### config.mk
export PLATFORM = sky130hd
export DESIGN_NAME = allocate_writeback_arbiter
export DESIGN_NICKNAME = d
export VERILOG_FILES = /design/src/rtl/allocate_writeback_arbiter_pkg.sv /design/src/rtl/allocate_writeback_fifo.sv /design/src/rtl/allocate_writeback_arbiter.sv
export SDC_FILE = /design/constraint.sdc
export NUM_CORES = 1
export LEC_CHECK = 0
export ABC_AREA = 1
export BUFFER_PORTS_ARGS = -buffer_cell sky130_fd_sc_hd__buf_2
export CAP_MARGIN = 25
export CELL_PAD_IN_SITES_DETAIL_PLACEMENT = 1
export CELL_PAD_IN_SITES_GLOBAL_PLACEMENT = 1
export CORE_ASPECT_RATIO = 0.75
export CORE_MARGIN = 2
export CORE_UTILIZATION = 48
export CTS_CLUSTER_SIZE = 30
export DETAILED_ROUTE_END_ITERATION = 8
export PLACE_DENSITY_LB_ADDON = 0.15
export SYNTH_ARGS = -nofsm -noshare
export SYNTH_HDL_FRONTEND = slang
export SYNTH_SLANG_ARGS = --single-unit
### constraint.sdc
create_clock -name iCLOCK -period 3.1 [get_ports iCLOCK]
set_input_delay 0.155 -clock iCLOCK [delete_from_list [all_inputs] [get_ports iCLOCK]]
set_output_delay 0.155 -clock iCLOCK [all_outputs]
set_load 0.01 [all_outputs]
### src/rtl/allocate_writeback_arbiter_pkg.sv
// allocate_writeback_arbiter_pkg: shared writeback parameters and types.
package allocate_writeback_arbiter_pkg;
    localparam int FIFO_DEPTH_DEF   = 4;
    localparam int STARVE_LIMIT_DEF = 3;

    typedef struct packed {
        logic [4:0]  addr;
        logic [31:0] data;
    } wb_entry_t;

    typedef enum logic [1:0] {
        GRANT_NONE = 2'd0,
        GRANT_ALU  = 2'd1,
        GRANT_LSU  = 2'd2
    } grant_e;
endpackage

### src/rtl/allocate_writeback_fifo.sv
// allocate_writeback_fifo: per-source result queue; a full queue refuses pushes even when popped.
module allocate_writeback_fifo
    import allocate_writeback_arbiter_pkg::*;
#(
    parameter int DEPTH = FIFO_DEPTH_DEF,
    localparam int PW = (DEPTH > 1) ? $clog2(DEPTH) : 1,
    localparam int CW = $clog2(DEPTH + 1)
)(
    input  logic          i_clk,
    input  logic          i_rst_n,
    input  logic          i_clear,
    input  logic          i_push,
    input  logic          i_pop,
    input  wb_entry_t     i_data,
    output wb_entry_t     o_data,
    output logic          o_empty,
    output logic          o_full,
    output logic [CW-1:0] o_count
);
    wb_entry_t     r_mem [DEPTH];
    logic [PW-1:0] r_wr;
    logic [PW-1:0] r_rd;
    logic [CW-1:0] r_count;
    logic          w_push;
    logic          w_pop;

    assign o_count = r_count;
    assign o_empty = (r_count == '0);
    assign o_full  = (r_count == CW'(DEPTH));
    assign o_data  = r_mem[r_rd];
    assign w_push  = i_push && !o_full && !i_clear;
    assign w_pop   = i_pop && !o_empty && !i_clear;

    always_ff @(posedge i_clk or negedge i_rst_n) begin
        if (!i_rst_n) begin
            r_wr    <= '0;
            r_rd    <= '0;
            r_count <= '0;
        end else if (i_clear) begin
            r_wr    <= '0;
            r_rd    <= '0;
            r_count <= '0;
        end else begin
            if (w_push) r_wr <= (r_wr == PW'(DEPTH - 1)) ? '0 : r_wr + 1'b1;
            if (w_pop)  r_rd <= (r_rd == PW'(DEPTH - 1)) ? '0 : r_rd + 1'b1;
            r_count <= r_count + CW'(w_push) - CW'(w_pop);
        end
    end

    always_ff @(posedge i_clk) begin
        if (w_push) r_mem[r_wr] <= i_data;
    end
endmodule

### src/rtl/allocate_writeback_arbiter.sv
// allocate_writeback_arbiter: merges queued ALU and LSU results onto one register-file write port,
// favouring the ALU but forcing an LSU grant after repeated losses or when the LSU queue is full.
module allocate_writeback_arbiter
    import allocate_writeback_arbiter_pkg::*;
#(
    parameter int FIFO_DEPTH   = FIFO_DEPTH_DEF,
    parameter int STARVE_LIMIT = STARVE_LIMIT_DEF,
    localparam int CW = $clog2(FIFO_DEPTH + 1)
)(
    input  logic        iCLOCK,
    input  logic        inRESET,
    input  logic        iRESET_SYNC,
    input  logic        iALU_VALID,
    input  logic [4:0]  iALU_ADDR,
    input  logic [31:0] iALU_DATA,
    output logic        oALU_BUSY,
    input  logic        iLSU_VALID,
    input  logic [4:0]  iLSU_ADDR,
    input  logic [31:0] iLSU_DATA,
    output logic        oLSU_BUSY,
    output logic        oWR_VALID,
    output logic [4:0]  oWR_ADDR,
    output logic [31:0] oWR_DATA
);
    wb_entry_t     w_alu_head;
    wb_entry_t     w_lsu_head;
    wb_entry_t     w_head;
    logic          w_alu_empty;
    logic          w_alu_full;
    logic          w_lsu_empty;
    logic          w_lsu_full;
    logic [CW-1:0] w_alu_count;
    logic [CW-1:0] w_lsu_count;
    logic          w_starved;
    grant_e        w_grant;
    logic [1:0]    r_starve;
    logic          r_wr_valid;
    wb_entry_t     r_wr;

    allocate_writeback_fifo #(.DEPTH(FIFO_DEPTH)) u_alu_fifo (
        .i_clk   (iCLOCK),
        .i_rst_n (inRESET),
        .i_clear (iRESET_SYNC),
        .i_push  (iALU_VALID),
        .i_pop   (w_grant == GRANT_ALU),
        .i_data  ({iALU_ADDR, iALU_DATA}),
        .o_data  (w_alu_head),
        .o_empty (w_alu_empty),
        .o_full  (w_alu_full),
        .o_count (w_alu_count)
    );

    allocate_writeback_fifo #(.DEPTH(FIFO_DEPTH)) u_lsu_fifo (
        .i_clk   (iCLOCK),
        .i_rst_n (inRESET),
        .i_clear (iRESET_SYNC),
        .i_push  (iLSU_VALID),
        .i_pop   (w_grant == GRANT_LSU),
        .i_data  ({iLSU_ADDR, iLSU_DATA}),
        .o_data  (w_lsu_head),
        .o_empty (w_lsu_empty),
        .o_full  (w_lsu_full),
        .o_count (w_lsu_count)
    );

    assign oALU_BUSY = (w_alu_count == CW'(FIFO_DEPTH));
    assign oLSU_BUSY = (w_lsu_count == CW'(FIFO_DEPTH));
    assign w_starved = (r_starve == 2'(STARVE_LIMIT));

    // ALU wins contention unless the LSU has lost too often or its queue is backing up.
    always_comb begin
        w_grant = GRANT_NONE;
        if (!w_alu_empty && (w_lsu_empty || !(w_starved || w_lsu_full)))
            w_grant = GRANT_ALU;
        else if (!w_lsu_empty)
            w_grant = GRANT_LSU;
        w_head = (w_grant == GRANT_LSU) ? w_lsu_head : w_alu_head;
    end

    always_ff @(posedge iCLOCK or negedge inRESET) begin
        if (!inRESET) begin
            r_starve   <= '0;
            r_wr_valid <= 1'b0;
            r_wr       <= '0;
        end else if (iRESET_SYNC) begin
            r_starve   <= '0;
            r_wr_valid <= 1'b0;
            r_wr       <= '0;
        end else begin
            r_wr_valid <= (w_grant != GRANT_NONE);
            if (w_grant != GRANT_NONE) r_wr <= w_head;
            if (w_grant == GRANT_LSU)
                r_starve <= '0;
            else if (w_grant == GRANT_ALU && !w_lsu_empty && !w_starved)
                r_starve <= r_starve + 2'd1;
        end
    end

    assign oWR_VALID = r_wr_valid;
    assign oWR_ADDR  = r_wr.addr;
    assign oWR_DATA  = r_wr.data;
endmodule

==> flow_summary.rst <==
.. list-table::
   :header-rows: 1

   * - Metric
     - Value
   * - Number of levels in the clock H-tree
     - 2
   * - Endpoint kind of the worst setup timing path
     - flip-flop
   * - Vias in the first global route
     - 10.39k
   * - Worst hold slack
     - 375.8 ps
   * - Clock root buffer
     - clkbuf_16
   * - Pre-CTS worst setup slack
     - 745.8 ps
   * - GRT overflow
     - 0
   * - Final Skew
     - 19.12 ps
   * - Largest cells by area after synthesis
     - edfxtp_1 62%, nand2_1 12%, dfrtp_1 9.4%
   * - Placed wire-length estimate
     - 22.34 mm
   * - Slowest cell on crit path
     - dfrtp_1
   * - Critical-path cell list
     - o21ai_2 > nand3_4 > nand2_4 > inv_2 > nand2_1 > inv_1 > ha_1 > inv_1 > ha_1 > inv_1 > fa_1 > xor2_1 > nor2_1
   * - Area enclosed by the die boundary
     - 31230 µm²
   * - Total power after layout
     - 15.24 mW
   * - Total net switching power
     - 5.618 mW
   * - Number of rows in the core area
     - 54
   * - Buffers & Inverters on Critical Path
     - 4
   * - Data arrival at the endpoint of the critical path
     - 2760 ps
   * - Insertion delay of the later-clocked pin in the worst-skew pair
     - 530 ps
   * - Top cell type by total area after synthesis
     - edfxtp_1
   * - Routed wire length
     - 37.27 mm
   * - Starting DRT DRC Count
     - 574
   * - TritonCTS clock tree
     - done
   * - Area growth syn-to-layout
     - 20.61%
   * - Clock input transition at the sequential cells of the worst setup and hold paths
     - 60 ps
   * - Number of nets produced by synthesis
     - 1333
   * - Worst path most repeated cell
     - inv_1
   * - Resize count post-CTS
     - 0
   * - First-pass GRT wire length
     - 58.35 mm
   * - Count of inserted antenna diode cells
     - 0
   * - Worst slew margin relative to its limit
     - 43.03%
   * - TritonCTS sink count
     - 350
   * - Count of cell types in the netlist
     - 30
   * - Vias
     - 9873
   * - Fraction of the cycle the final worst path needs
     - 75.86%
   * - Average size of a mapped cell
     - 11.57 µm²
   * - Static leakage power
     - 6.999 nW
   * - Largest driver fanout on the critical path
     - 4
   * - Horiz. Die Dim
     - 203.4 µm
   * - Kind of path behind the tightest hold check
     - input pin to flip-flop
   * - Total instance count after detailed placement
     - 1703
   * - Internal
     - 9.620 mW
   * - Power per standard cell area
     - 882.8 nW/µm²
   * - Final count of negative-setup-slack endpoints
     - 0
   * - Maximum vdd ir drop
     - 0.0006161 V
   * - Share of total power in the clock network
     - 27.2%
   * - Filler Cells Inserted
     - 3020
   * - Share of final-layout standard cells stronger than drive strength 1
     - 15.60%
   * - Total core area
     - 29190 µm²
   * - Required time worst endpoint
     - 3510 ps
   * - Initial antenna violation count
     - 0
   * - Fraction of post-synthesis cell area in the top cell type by area
     - 62.10%
   * - Routability Congestion
     - 0.7717
   * - Post-Synthesis Cells
     - 1237
   * - Largest net degree at the start of global routing
     - 77
   * - Number of buffers inserted by port buffering
     - 118
   * - Final Hold Fails
     - 0
   * - Routed WL per cell
     - 20.18 µm
   * - Reg power frac
     - 38.9%
   * - Minimum clock period
     - 2352 ps
   * - Die extent in y
     - 153.5 µm
   * - Number of buffers created by CTS
     - 36
   * - Count of pins on the block boundary
     - 119
   * - Switch share
     - 36.87%
   * - Count of buffers added by post-CTS timing repair for setup
     - 0
   * - Global router's overall resource usage
     - 24.42%
   * - Number of pins with negative max-slew slack in the final report
     - 0
   * - Startpoint type of the worst setup path
     - flip-flop
   * - First-pass iteration count of the detailed router
     - 5
   * - Yosys warning total
     - 0
   * - Combinational power share
     - 33.8%
   * - Setup CP Type
     - flip-flop to flip-flop
   * - Outcome
     - completed
   * - Number of non-filler instances in the completed layout
     - 1847
   * - Post-detailed-route DRC marker count
     - 0
   * - Vias per inst
     - 5.345
   * - Initial core utilization
     - 49.04%
   * - Slew of the pin with the lowest slew margin
     - 854.6 ps
   * - Synthesized cell area
     - 14310 µm²
   * - Maximum buffer depth of the clock tree
     - 3
   * - Setup repair after global routing missed its margin
     - false
   * - Total Negative Setup Slacks
     - 0 ps
   * - DRT antenna net count
     - 0
   * - Max Cap Violations
     - 0
   * - Hold_buf cts
     - 78
   * - Worst path setup slack after routing
     - 748.3 ps
   * - Cell type group with the largest total delay on the critical path
     - adder cells
   * - Worst stage delay on the critical path
     - 460 ps
   * - Number of synthesized register bits
     - 350
   * - Register area share after synthesis
     - 71.54%
   * - Highest achievable clock rate
     - 0.4252 GHz
   * - Number of nets at the end of the flow
     - 1525
==> flip-flops by register name, summed over array words and instances (netlist names) <==
| register | flops |
|---|---|
| u_lsu_fifo.r_rd | 2 |
| oWR_VALID | 1 |
| u_alu_fifo.o_count | 3 |
| oWR_DATA | 32 |
| u_lsu_fifo.o_count | 3 |
| oWR_ADDR | 5 |
| r_starve | 2 |
| u_alu_fifo.r_rd | 2 |
| u_lsu_fifo.r_mem | 148 |
| u_lsu_fifo.r_wr | 2 |
| u_alu_fifo.r_mem | 148 |
| u_alu_fifo.r_wr | 2 |
==> layer usage <==
layer | up-vias | track usage (%) | part of all wire (%)
li1 | 4638 | - | -
met3 | 68 | 3.794 | 4.2
met5 | - | 0 | 0
met4 | 0 | 6.986 | 2.3
met2 | 198 | 42.29 | 51
met1 | 4969 | 32.08 | 42
==> cell usage in the layout (no fill, tap or decap), drive strengths merged <==
cell,Yosys,final
xnor2,1,1
clkbuf,12,60
clkinv,1,4
dlygate4sd3,0,79
o21ai,12,12
edfxtp,296,296
or2,1,1
nor2,27,27
nand2,489,489
ha,15,15
nand3,188,188
nand3b,1,1
bufinv,0,1
a21oi,2,2
fa,2,2
o22ai,2,2
nand4,37,37
inv,35,35
xor2,3,3
buf,59,146
dfrtp,54,54
==> cell type report <==
cell class / instances / area (µm²) / share of cell area (%)
clock buffers: 60 / 1062 / 6.154
flip-flops and latches: 350 / 10240 / 59.34
repair buffers: 225 / 1667 / 9.655
inverters: 36 / 140.1 / 0.8118
multi-input cells: 780 / 3612 / 20.93
clock inverters: 4 / 47.55 / 0.2754
well taps: 392 / 490.5 / 2.841
==> through the flow <==
stage / utilization, % / instance area [µm²]
floorplan: - / 14310
finish: 59.14 / 17260
CTS: 59.04 / 17230
global placement: 52.56 / 15340
detailed placement: 52.56 / 15340
global route: 59.14 / 17260
==> Yosys cell counts <==
library cell,instances
nor2_1,25
o22ai_1,2
xnor2_1,1
nand2_1,474
inv_1,29
a21oi_1,2
buf_4,4
o21ai_2,1
nor2_4,2
clkinv_4,1
inv_2,6
nand3_4,1
edfxtp_1,296
fa_1,2
nand3_1,187
clkbuf_1,12
ha_1,15
buf_2,40
buf_8,1
dfrtp_1,54
nand3b_1,1
or2_1,1
buf_6,5
nand4_1,37
o21ai_1,3
buf_1,9
xor2_1,3
nand2_2,12
nand2_4,3
o21ai_0,8
==> kinds of logic after synthesis <==
group	Yosys count	share of synthesized area, %
simple gates	743	22.38
compound gates	16	0.6032
xor+xnor	4	0.2448
buf+inv	107	3.637
flops	350	71.54
fa+ha+maj	17	1.591
==> final timing paths <==
path / from / to / slack, ps / cells past startpoint
max: u_lsu_fifo.o_count[1] / u_lsu_fifo.o_count[2] / 750 / 13
min: iLSU_DATA[27] / u_lsu_fifo.r_mem[0][27] / 380 / 2
max reg2reg: u_lsu_fifo.o_count[1] / u_lsu_fifo.o_count[2] / 750 / 13
min reg2reg: oWR_DATA[10] / oWR_DATA[10] / 490 / 2
max in group asynchronous: inRESET / oWR_DATA[1] / 1840 / 5
min in group asynchronous: inRESET / oWR_DATA[14] / 540 / 3
==> worst reg2reg max path, cell delays in order, from the launching register on <==
cell and delay [ps]:
dfrtp_1 460, o21ai_2 250, nand3_4 110, nand2_4 80, inv_2 40, nand2_1 90, inv_1 60, ha_1 260
inv_1 60, ha_1 150, inv_1 60, fa_1 400, xor2_1 170, nor2_1 50
==> power groups by stage <==
| stage | clock [mW] | combinational [mW] | sequential [mW] |
|---|---|---|---|
| after floorplan | 0 | 3.48 | 6.04 |
| after global placement | 0 | 4.91 | 6.00 |
| after detailed placement | 0 | 5.12 | 6.01 |
| after CTS | 4.22 | 5.25 | 5.93 |
| after global routing | 4.37 | 5.83 | 5.98 |
| final | 4.15 | 5.15 | 5.93 |
(Power assumes the default switching activity.)
